**config.mk**
```make
export PLATFORM = sky130hd
export DESIGN_NAME = melody_beat_seq_flat
export DESIGN_NICKNAME = d
export VERILOG_FILES = /design/src/rtl/melody_beat_seq_if.sv /design/src/rtl/melody_beat_seq.sv /design/src/flat_wrapper.sv
export SDC_FILE = /design/constraint.sdc
export NUM_CORES = 1
export LEC_CHECK = 0
export BUFFER_PORTS_ARGS = -buffer_cell sky130_fd_sc_hd__buf_2
export CAP_MARGIN = 20
export CORE_ASPECT_RATIO = 0.8
export CORE_MARGIN = 4
export CORE_UTILIZATION = 59
export DETAILED_ROUTE_END_ITERATION = 8
export PLACE_DENSITY = 0.87
export SETUP_SLACK_MARGIN = 0.4
export SYNTH_ARGS = -nofsm -noshare
export SYNTH_HDL_FRONTEND = slang
export SYNTH_SLANG_ARGS = --single-unit
```
**constraint.sdc**
```tcl
create_clock -name clk -period 3.2 [get_ports clk]
set_input_delay 0.32 -clock clk [delete_from_list [all_inputs] [get_ports clk]]
set_output_delay 0.32 -clock clk [all_outputs]
set_load 0.01 [all_outputs]
```
**src/rtl/melody_beat_seq_if.sv**
```systemverilog
// melody_beat_seq_if: play/loop controls in, beat index and playback status out
//   play      raw play/pause button level (asynchronous)
//   loop      repeat the melody when its final beat ends
//   beatnum   current beat index for the note ROM
//   beat_tick one-cycle pulse on each beat advance or wrap
//   playing   high while playing
//   mute      silence request to the tone generator
//   done      one-cycle pulse when a non-looped melody ends
interface melody_beat_seq_if;
  logic       play;
  logic       loop;
  logic [7:0] beatnum;
  logic       beat_tick;
  logic       playing;
  logic       mute;
  logic       done;
  modport master (output play, loop, input beatnum, beat_tick, playing, mute, done);
  modport slave  (input play, loop, output beatnum, beat_tick, playing, mute, done);
endinterface

```
**src/rtl/melody_beat_seq.sv**
```systemverilog
// melody_beat_seq: beat divider with play/pause/loop FSM feeding the note ROM
//   clk  system clock, rising edge
//   rst  asynchronous active-low reset
//   bus  slave side of melody_beat_seq_if (play, loop in; beatnum, beat_tick, playing, mute, done out)
//   MELODY_SEQ_GAP_EN: when defined, mute also covers the last GAP_CYC cycles of every beat
module melody_beat_seq #(
  parameter int         CLK_HZ    = 100_000_000,
  parameter int         BEAT_HZ   = 8,
  parameter logic [7:0] LAST_BEAT = 8'd127,
  parameter int         GAP_CYC   = 1_000_000
) (
  input  logic clk,
  input  logic rst,
  melody_beat_seq_if.slave bus
);
  localparam int BEAT_DIV = CLK_HZ / BEAT_HZ;
  localparam int CW = $clog2(BEAT_DIV);
  localparam logic [CW-1:0] CNT_MAX = CW'(BEAT_DIV - 1);
  localparam logic [1:0] S_IDLE  = 2'd0;
  localparam logic [1:0] S_PLAY  = 2'd1;
  localparam logic [1:0] S_PAUSE = 2'd2;

  if (BEAT_DIV < 2 || GAP_CYC >= BEAT_DIV) begin : g_bad_cfg
    $error("melody_beat_seq: need BEAT_DIV >= 2 and GAP_CYC < BEAT_DIV");
  end

  logic [1:0]    state_q, state_d;
  logic [CW-1:0] cnt_q, cnt_d;
  logic [7:0]    beatnum_q, beatnum_d;
  logic          beat_tick_q, beat_tick_d;
  logic          playing_q, playing_d;
  logic          done_q, done_d;
  logic          s1_q, s1_d, s2_q, s2_d, d_q, d_d;
  logic          play_edge, tick;

  assign play_edge = s2_q & ~d_q;
  assign tick = (state_q == S_PLAY) && (cnt_q == CNT_MAX);

  always_comb begin
    s1_d = bus.play;
    s2_d = s1_q;
    d_d = s2_q;
    state_d = state_q;
    cnt_d = cnt_q;
    beatnum_d = beatnum_q;
    beat_tick_d = 1'b0;
    done_d = 1'b0;
    if (state_q == S_IDLE) begin
      cnt_d = '0;
      beatnum_d = '0;
      state_d = play_edge ? S_PLAY : S_IDLE;
    end else if (state_q == S_PAUSE) begin
      state_d = play_edge ? S_PLAY : S_PAUSE;
    end else if (state_q == S_PLAY) begin
      // a tick coinciding with a play edge still advances; the edge then pauses,
      // unless the melody ends here, in which case IDLE wins and the edge is consumed
      cnt_d = tick ? '0 : cnt_q + 1'b1;
      state_d = play_edge ? S_PAUSE : S_PLAY;
      if (tick) begin
        beat_tick_d = 1'b1;
        beatnum_d = (beatnum_q == LAST_BEAT) ? 8'd0 : beatnum_q + 8'd1;
        if (beatnum_q == LAST_BEAT && !bus.loop) begin
          state_d = S_IDLE;
          done_d = 1'b1;
        end
      end
    end else begin
      state_d = S_IDLE;
      cnt_d = '0;
      beatnum_d = '0;
    end
    playing_d = (state_d == S_PLAY);
  end

  always_ff @(posedge clk or negedge rst) begin
    if (!rst) begin
      state_q <= S_IDLE;
      cnt_q <= '0;
      beatnum_q <= '0;
      beat_tick_q <= 1'b0;
      playing_q <= 1'b0;
      done_q <= 1'b0;
      s1_q <= 1'b0;
      s2_q <= 1'b0;
      d_q <= 1'b0;
    end else begin
      state_q <= state_d;
      cnt_q <= cnt_d;
      beatnum_q <= beatnum_d;
      beat_tick_q <= beat_tick_d;
      playing_q <= playing_d;
      done_q <= done_d;
      s1_q <= s1_d;
      s2_q <= s2_d;
      d_q <= d_d;
    end
  end

  assign bus.beatnum = beatnum_q;
  assign bus.beat_tick = beat_tick_q;
  assign bus.playing = playing_q;
  assign bus.done = done_q;
`ifdef MELODY_SEQ_GAP_EN
  localparam logic [CW-1:0] GAP_TH = CW'(BEAT_DIV - GAP_CYC);
  assign bus.mute = ~playing_q | (cnt_q >= GAP_TH);
`else
  assign bus.mute = ~playing_q;
`endif
endmodule
```
**src/flat_wrapper.sv**
```systemverilog
// flat-port wrapper written by rule: the top's interface ports become plain ports
module melody_beat_seq_flat 
#(
  parameter int         CLK_HZ    = 100_000_000,
  parameter int         BEAT_HZ   = 8,
  parameter logic [7:0] LAST_BEAT = 8'd127,
  parameter int         GAP_CYC   = 1_000_000
)
  (clk, rst, bus_play, bus_loop, bus_beatnum, bus_beat_tick, bus_playing, bus_mute, bus_done);
  melody_beat_seq_if bus_i ();
  input  logic clk;
  input  logic rst;
  input wire logic [$bits(bus_i.play)-1:0] bus_play;
  input wire logic [$bits(bus_i.loop)-1:0] bus_loop;
  output wire logic [$bits(bus_i.beatnum)-1:0] bus_beatnum;
  output wire logic [$bits(bus_i.beat_tick)-1:0] bus_beat_tick;
  output wire logic [$bits(bus_i.playing)-1:0] bus_playing;
  output wire logic [$bits(bus_i.mute)-1:0] bus_mute;
  output wire logic [$bits(bus_i.done)-1:0] bus_done;
  assign bus_i.play = bus_play;
  assign bus_i.loop = bus_loop;
  assign bus_beatnum = bus_i.beatnum;
  assign bus_beat_tick = bus_i.beat_tick;
  assign bus_playing = bus_i.playing;
  assign bus_mute = bus_i.mute;
  assign bus_done = bus_i.done;
  melody_beat_seq #(.CLK_HZ(CLK_HZ), .BEAT_HZ(BEAT_HZ), .LAST_BEAT(LAST_BEAT), .GAP_CYC(GAP_CYC)) u_core (.clk(clk), .rst(rst), .bus(bus_i));
endmodule
```
==> results.yml, run 1 <==
status:
  status: "complete, no violations"
power:
  sw_frac_of_total: 0.3145
  p_sw_mw: 0.4025
  ir_drop_mv: 0.3482
  combPwrFrac: 0.237
  p_leak_nw: 1.075
  clock_power_share: 0.319
  internal-power_mw: 0.8772
  power_frac_seq: 0.443
  finalPower_mw: 1.280
  p_per_area_nw_per_um2: 526.4
grt:
  grt_first_pass_wirelength_um: 8687
  grt_use_total: 0.2248
  antenna_found_initial: 0
  grt.overflow.total: 0
  grt_pass1_vias: 1776
  grt_max_degree: 41
synthesis:
  synth_warnings: 0
  yosysMostFrequentCell: "dfrtp_1"
  ys_types: 45
  avgSynthCellArea_um2: 9.131
  synthCells: 242
  synthArstFlopShare: 1.000
  ys_seq_elements: 40
  synth_common_cells: "40 x dfrtp_1, 26 x nand2_1, 18 x nand3_1"
  synth_top_cell_by_area: "dfrtp_1"
  synth_nets: 248
  synth_top_area_share: 0.4530
  synthFlopType: "dfrtp_1"
  synth_edf_count: 0
  synth_area_um2: 2210
  ys_seq_area_frac: 0.4530
  synth.area.top_cells: "dfrtp_1 45%, mux2i_1 4.5%, nand2_1 4.4%, nand3_1 4.1%, a21oi_1 3.9%"
placement:
  portBuffers: 15
  hpwl_um: 3445
  gp_congestion: 0.8903
  dp_cells: 292
  placed_area_um2: 2320
die:
  ios: 16
  start_util: 0.6280
  die_h_um: 62.74
  core_area_um2: 3518
  rows: 19
  die_area_um2: 4794
  die_x_um: 76.42
worst_setup_path:
  r2r-start: "u_core.cnt_q[8]"
  reg2reg_depth: 6
  start_kind: "flip-flop"
  worstPathMaxFanout: 13
  required_ns: 3.38
  reg2reg_slack_ns: 0.64
  worst_path_max_delay_cell: "nor4_4"
  cp.arrival_ns: 2.74
  regToRegEndpoint: "u_core.cnt_q[3]"
  critPathCaptureType: "flip-flop"
  crit_type: "reg2reg"
  crit_chain: "or4b_4, nor4_4, a21oi_2, buf_4, a21oi_1, o22ai_1"
  slowest_delay_ns: 0.60
timing:
  period_needed_ns: 2.558
  report.final.slew_viol_count: 0
  post-route-period-util: 0.7994
  clock_skew_ns: 0.006215
  slew_headroom: 0.4146
  rsz0062_at_grt: "false"
  fmax_mhz: 390.9
  hold_viol: 0
  worst_slew_pin_slew_ns: 0.8780
  setup_tns_ns: 0
  final-setup-viol-count: 0
clock_network:
  cts_buffers: 5
  cts_tree: "built"
  ctsHtreeMaxLevel: 2
  post-cts-setup-buffers: 0
  clk_latency_ns: 0.30
  clkSlewWorstSetupHoldPaths_ns: 0.08
  cts-root-buf: "clkbuf_8"
  ctsResizeCount: 0
  postCtsHoldBufs: 0
  numClockSinks: 40
  clock_path_buffers: 2
min_path:
  holdCritPathClass: "in2reg"
  min-delay-start: "bus_play"
  holdPathEnd: "u_core.s1_q"
  min_path_cells: 1
detailed_routing:
  drtAntennaViolNets: 0
  routed_wl_um: 4992
  vias_per_cell: 6.433
  firstDrtPassIters: 5
  drt_iter0_drc: 224
  wl_per_cell_um: 16.64
  num_vias: 1930
  drc: 0
finish:
  layout.cells.non_filler: 300
  multiInputGateArea_um2: 1112
  drive_above_1_share: 0.1434
  antenna_cells: 0
  regArea_um2: 1001
  final_nets: 263
  fill_cells: 285
  area_growth_syn_to_layout_pct: 10.02
  final_area_um2: 2431
flow_run:
  max_cap_violations: 0
==> registers in the layout (all words and copies together), names as in the netlist <==
signal and count:
u_core.bus.playing 1, u_core.state_q 2, u_core.s1_q 1, u_core.bus.done 1
u_core.cnt_q 24, u_core.d_d 1, u_core.bus.beat_tick 1, u_core.d_q 1
u_core.bus.beatnum 8
==> metrics by stage <==
stage / hold slack [ns] / utilization / worst slack, ns
3_5_place_dp: 0.3480 / 0.6593 / 0.6945
3_3_place_gp: 0.3347 / 0.6593 / 0.7726
2_1_floorplan: 0.02441 / - / 0.8752
4_1_cts: 0.1231 / 0.6910 / 0.6847
6_report: 0.1253 / 0.6910 / 0.6419
5_1_grt: 0.1238 / 0.6910 / 0.4568
==> layer usage <==
layer  wire length [um]  up-vias  global-route usage
li1                   -      916                   -
met1               2330      935              0.3175
met2               2305       67              0.3454
met3                266       12             0.04611
met4                 90        0             0.07692
met5                  0        -                   0
==> final cells by class <==
type,instances,share of cell area
clock buffers,5,0.02831
clock inverters,3,0.01750
inverters,13,0.02007
multi-input cells,178,0.4575
flip-flops and latches,40,0.4117
well taps,42,0.02162
repair buffers,19,0.04323
==> placed cells by master (no fill, tap or decap), drive strengths merged, types with 7 or more instances in the layout <==
master / synthesis / routed
nand2: 27 / 27
o22ai: 7 / 7
inv: 13 / 13
o21ai: 13 / 13
dfrtp: 40 / 40
nor3: 7 / 7
nand4: 11 / 11
mux2i: 10 / 10
a21oi: 18 / 18
nor2: 10 / 10
nand3: 18 / 18
buf: 3 / 19
==> critical path: cells and delay by family (launching register included) <==
family	cells	cell delay (ns)
AO/OA/AOI/OAI	3	0.53
flip-flops	1	0.47
AND/OR/NAND/NOR	2	1.18
buffers and inverters	1	0.26
==> logic make-up after synthesis <==
kind of cell / Yosys count / share of synthesized area
AOI/OAI and AO/OA: 60 / 0.1710
xor gates and xnor gates: 2 / 0.007929
adders and majority gates: 2 / 0.01132
buffers and inverters: 24 / 0.04473
DFF: 40 / 0.4530
muxes: 10 / 0.04530
and+or+nand+nor: 104 / 0.2667
==> worst max-delay path by stage <==
stage | from | slack (ns) | cells after the start | endpoint
6_report | u_core.cnt_q[8] | 0.64 | 6 | u_core.cnt_q[3]
5_1_grt | u_core.cnt_q[8] | 0.46 | 6 | u_core.cnt_q[3]
4_1_cts | u_core.cnt_q[8] | 0.68 | 6 | u_core.cnt_q[3]
3_5_place_dp | u_core.cnt_q[8] | 0.69 | 6 | u_core.cnt_q[3]
3_3_place_gp | u_core.cnt_q[8] | 0.77 | 6 | u_core.cnt_q[15]
2_1_floorplan | u_core.cnt_q[8] | 0.88 | 6 | u_core.state_q[1]
==> power by group through the flow <==
| stage | logic [mW] | clock network, mW | registers (mW) |
|---|---|---|---|
| 3_3_place_gp | 0.287 | 0 | 0.573 |
| 3_5_place_dp | 0.295 | 0 | 0.575 |
| 4_1_cts | 0.300 | 0.414 | 0.566 |
| 2_1_floorplan | 0.221 | 0 | 0.566 |
| 5_1_grt | 0.338 | 0.434 | 0.572 |
| 6_report | 0.304 | 0.409 | 0.567 |
Power figures use the tool's default switching activity.
==> inputs of run 2 (changes only) <==
==> constraint.sdc (replaced) <==
create_clock -name clk -period 2.54 [get_ports clk]
set_input_delay 0.254 -clock clk [delete_from_list [all_inputs] [get_ports clk]]
set_output_delay 0.254 -clock clk [all_outputs]
set_load 0.01 [all_outputs]
==> run 2 against run 1 <==
Against the previous run: register-to-register slack lost 0.24 ns; fmax grew 19%; hold slack lost 0.067 ns; first-iteration DRC count shrank 4.0%; highest routed layer unchanged; clock skew grew 0.0044 ns.
==> results.yml, run 2 (same netlist as run 1, synthesis figures left out) <==
status:
  status: "complete, no violations"
grt:
  grt_use_total: 0.2305
  grt_first_pass_wirelength_um: 8832
  grt.overflow.total: 0
  grt_pass1_vias: 1855
  antenna_found_initial: 0
  grt_max_degree: 41
timing:
  final-setup-viol-count: 0
  setup_tns_ns: 0
  rsz0062_at_grt: "true"
  worst_slew_pin_slew_ns: 0.8790
  post-route-period-util: 0.8430
  period_needed_ns: 2.141
  report.final.slew_viol_count: 0
  setup_slack_ns: 0.3989
  fmax_mhz: 467.0
  clock_skew_ns: 0.01064
  slew_headroom: 0.4140
  hold_viol: 0
die:
  die_area_um2: 4794
  start_util: 0.6280
  rows: 19
  die_h_um: 62.74
  die_x_um: 76.42
  ios: 16
  core_area_um2: 3518
clock_network:
  clkSlewWorstSetupHoldPaths_ns: 0.07
  ctsHtreeMaxLevel: 2
  numClockSinks: 40
  clock_path_buffers: 2
  cts_tree: "built"
  cts_buffers: 5
  cts-root-buf: "clkbuf_8"
  postCtsHoldBufs: 0
  clk_latency_ns: 0.30
placement:
  gp_congestion: 0.8662
  placed_area_um2: 2357
  pre_cts_ws_ns: 0.2995
  hpwl_um: 3362
  portBuffers: 15
finish:
  fin_util: 0.7386
  antenna_cells: 0
  area_growth_syn_to_layout_pct: 17.61
  drive_above_1_share: 0.2169
  final_common_cell: "dfrtp_1"
  final_nets: 277
  final_area_um2: 2599
  top_register: "u_core.cnt_q"
  final_cell_mix: "38 x dfrtp_1, 26 x nand2_1, 18 x nand3_1, 15 x a21oi_1, 15 x buf_2"
  largest_reg_flops: 24
detailed_routing:
  wl_per_cell_um: 17.04
  highest_layer: "met4"
  firstDrtPassIters: 6
  vias_per_cell: 6.341
  drtAntennaViolNets: 0
  drt_iter0_drc: 215
  num_vias: 1991
  drc: 0
  met3_wirelength_um: 352
  wl_met1_um: 2461
  routed_wl_um: 5351
  wl_met2_um: 2419
power:
  ir_drop_mv: 0.5610
  p_per_area_nw_per_um2: 660.5
  finalPower_mw: 1.716
  p_leak_nw: 1.159
flow_run:
  max_cap_violations: 0
worst_setup_path:
  required_ns: 2.73
  path_buf_inv: 1
  start_kind: "flip-flop"
  path_delay_family: "simple AND/OR/NAND/NOR gates"
  worstPathMaxFanout: 4
  critPathCaptureType: "flip-flop"
  crit_chain: "or4bb_4, nor4_4, buf_6, nand2_4, or3_4, a31o_1"
  cp.arrival_ns: 2.33
  worst_path_max_delay_cell: "or4bb_4"
  slowest_delay_ns: 0.56
  crit_type: "reg2reg"
min_path:
  holdCritPathClass: "in2reg"
-- run 2: changes by cell type in the layout (fill, tap and decap cells not counted), moves of 2 or more --
| cell | delta |
|---|---|
| dfrtp_1 | -2 |
| clkbuf_8 | +2 |
| a21oi_1 | -2 |
| buf_4 | +10 |
| dfrtp_2 | +2 |
| buf_6 | +4 |
-- run 2: cell type report --
type | count | area [um^2]
multi-input combinational | 178 | 1142
clock inverter | 1 | 30.03
fill | 242 | 919.6
sequential | 40 | 1003
tap | 42 | 52.55
timing repair buffer | 33 | 225.2
inverter | 13 | 48.80
clock buffer | 7 | 96.34
-- run 2: worst register-to-register path: cells and delay by family, from the launching register on --
kind / cells / cell delay (ns)
buffers and inverters: 1 / 0.16
and+or+nand+nor: 4 / 1.25
DFF: 1 / 0.41
AOI/OAI and AO/OA: 1 / 0.22
-- run 2: path summary, 6_finish.rpt --
kind | start | endpoint | slack [ns] | cells past startpoint
worst max-delay path | u_core.cnt_q[16] | u_core.state_q[0] | 0.40 | 6
worst min-delay path | bus_play | u_core.s1_q | 0.06 | 1
worst max register to register | u_core.cnt_q[16] | u_core.state_q[0] | 0.40 | 6
worst min register to register | u_core.s1_q | u_core.d_d | 0.35 | 0
max in group asynchronous | rst | u_core.cnt_q[8] | 1.88 | 1
min in group asynchronous | rst | u_core.cnt_q[10] | 0.07 | 1
-- run 2: through the flow --
step	std cells	hold WS (ns)
global route	314	0.04939
floorplan	242	-0.04159
global placement	296	0.3341
finish	314	0.05788
detailed placement	296	0.3397
CTS	308	0.05729
-- run 2: power breakdown --
part / switching [mW] / internal (mW) / leakage [nW]
clock network: 0.227 / 0.347 / 0.0645
registers: 0.0431 / 0.670 / 0.544
logic: 0.250 / 0.180 / 0.551
total: 0.520 / 1.20 / 1.16
-- run 2: repair_timing --
action,4_1_cts,5_1_grt
pin swaps,3,3
gates cloned,0,1
buffers inserted,4,5
resized for setup,5,10
endpoints found under the setup margin,12,16
-- run 2: layer usage --
layer / GRT usage / vias to the layer above
met1: 0.3214 / 952
met2: 0.3498 / 83
li1: - / 942
met5: 0 / -
met3: 0.05476 / 14
met4: 0.08371 / 0
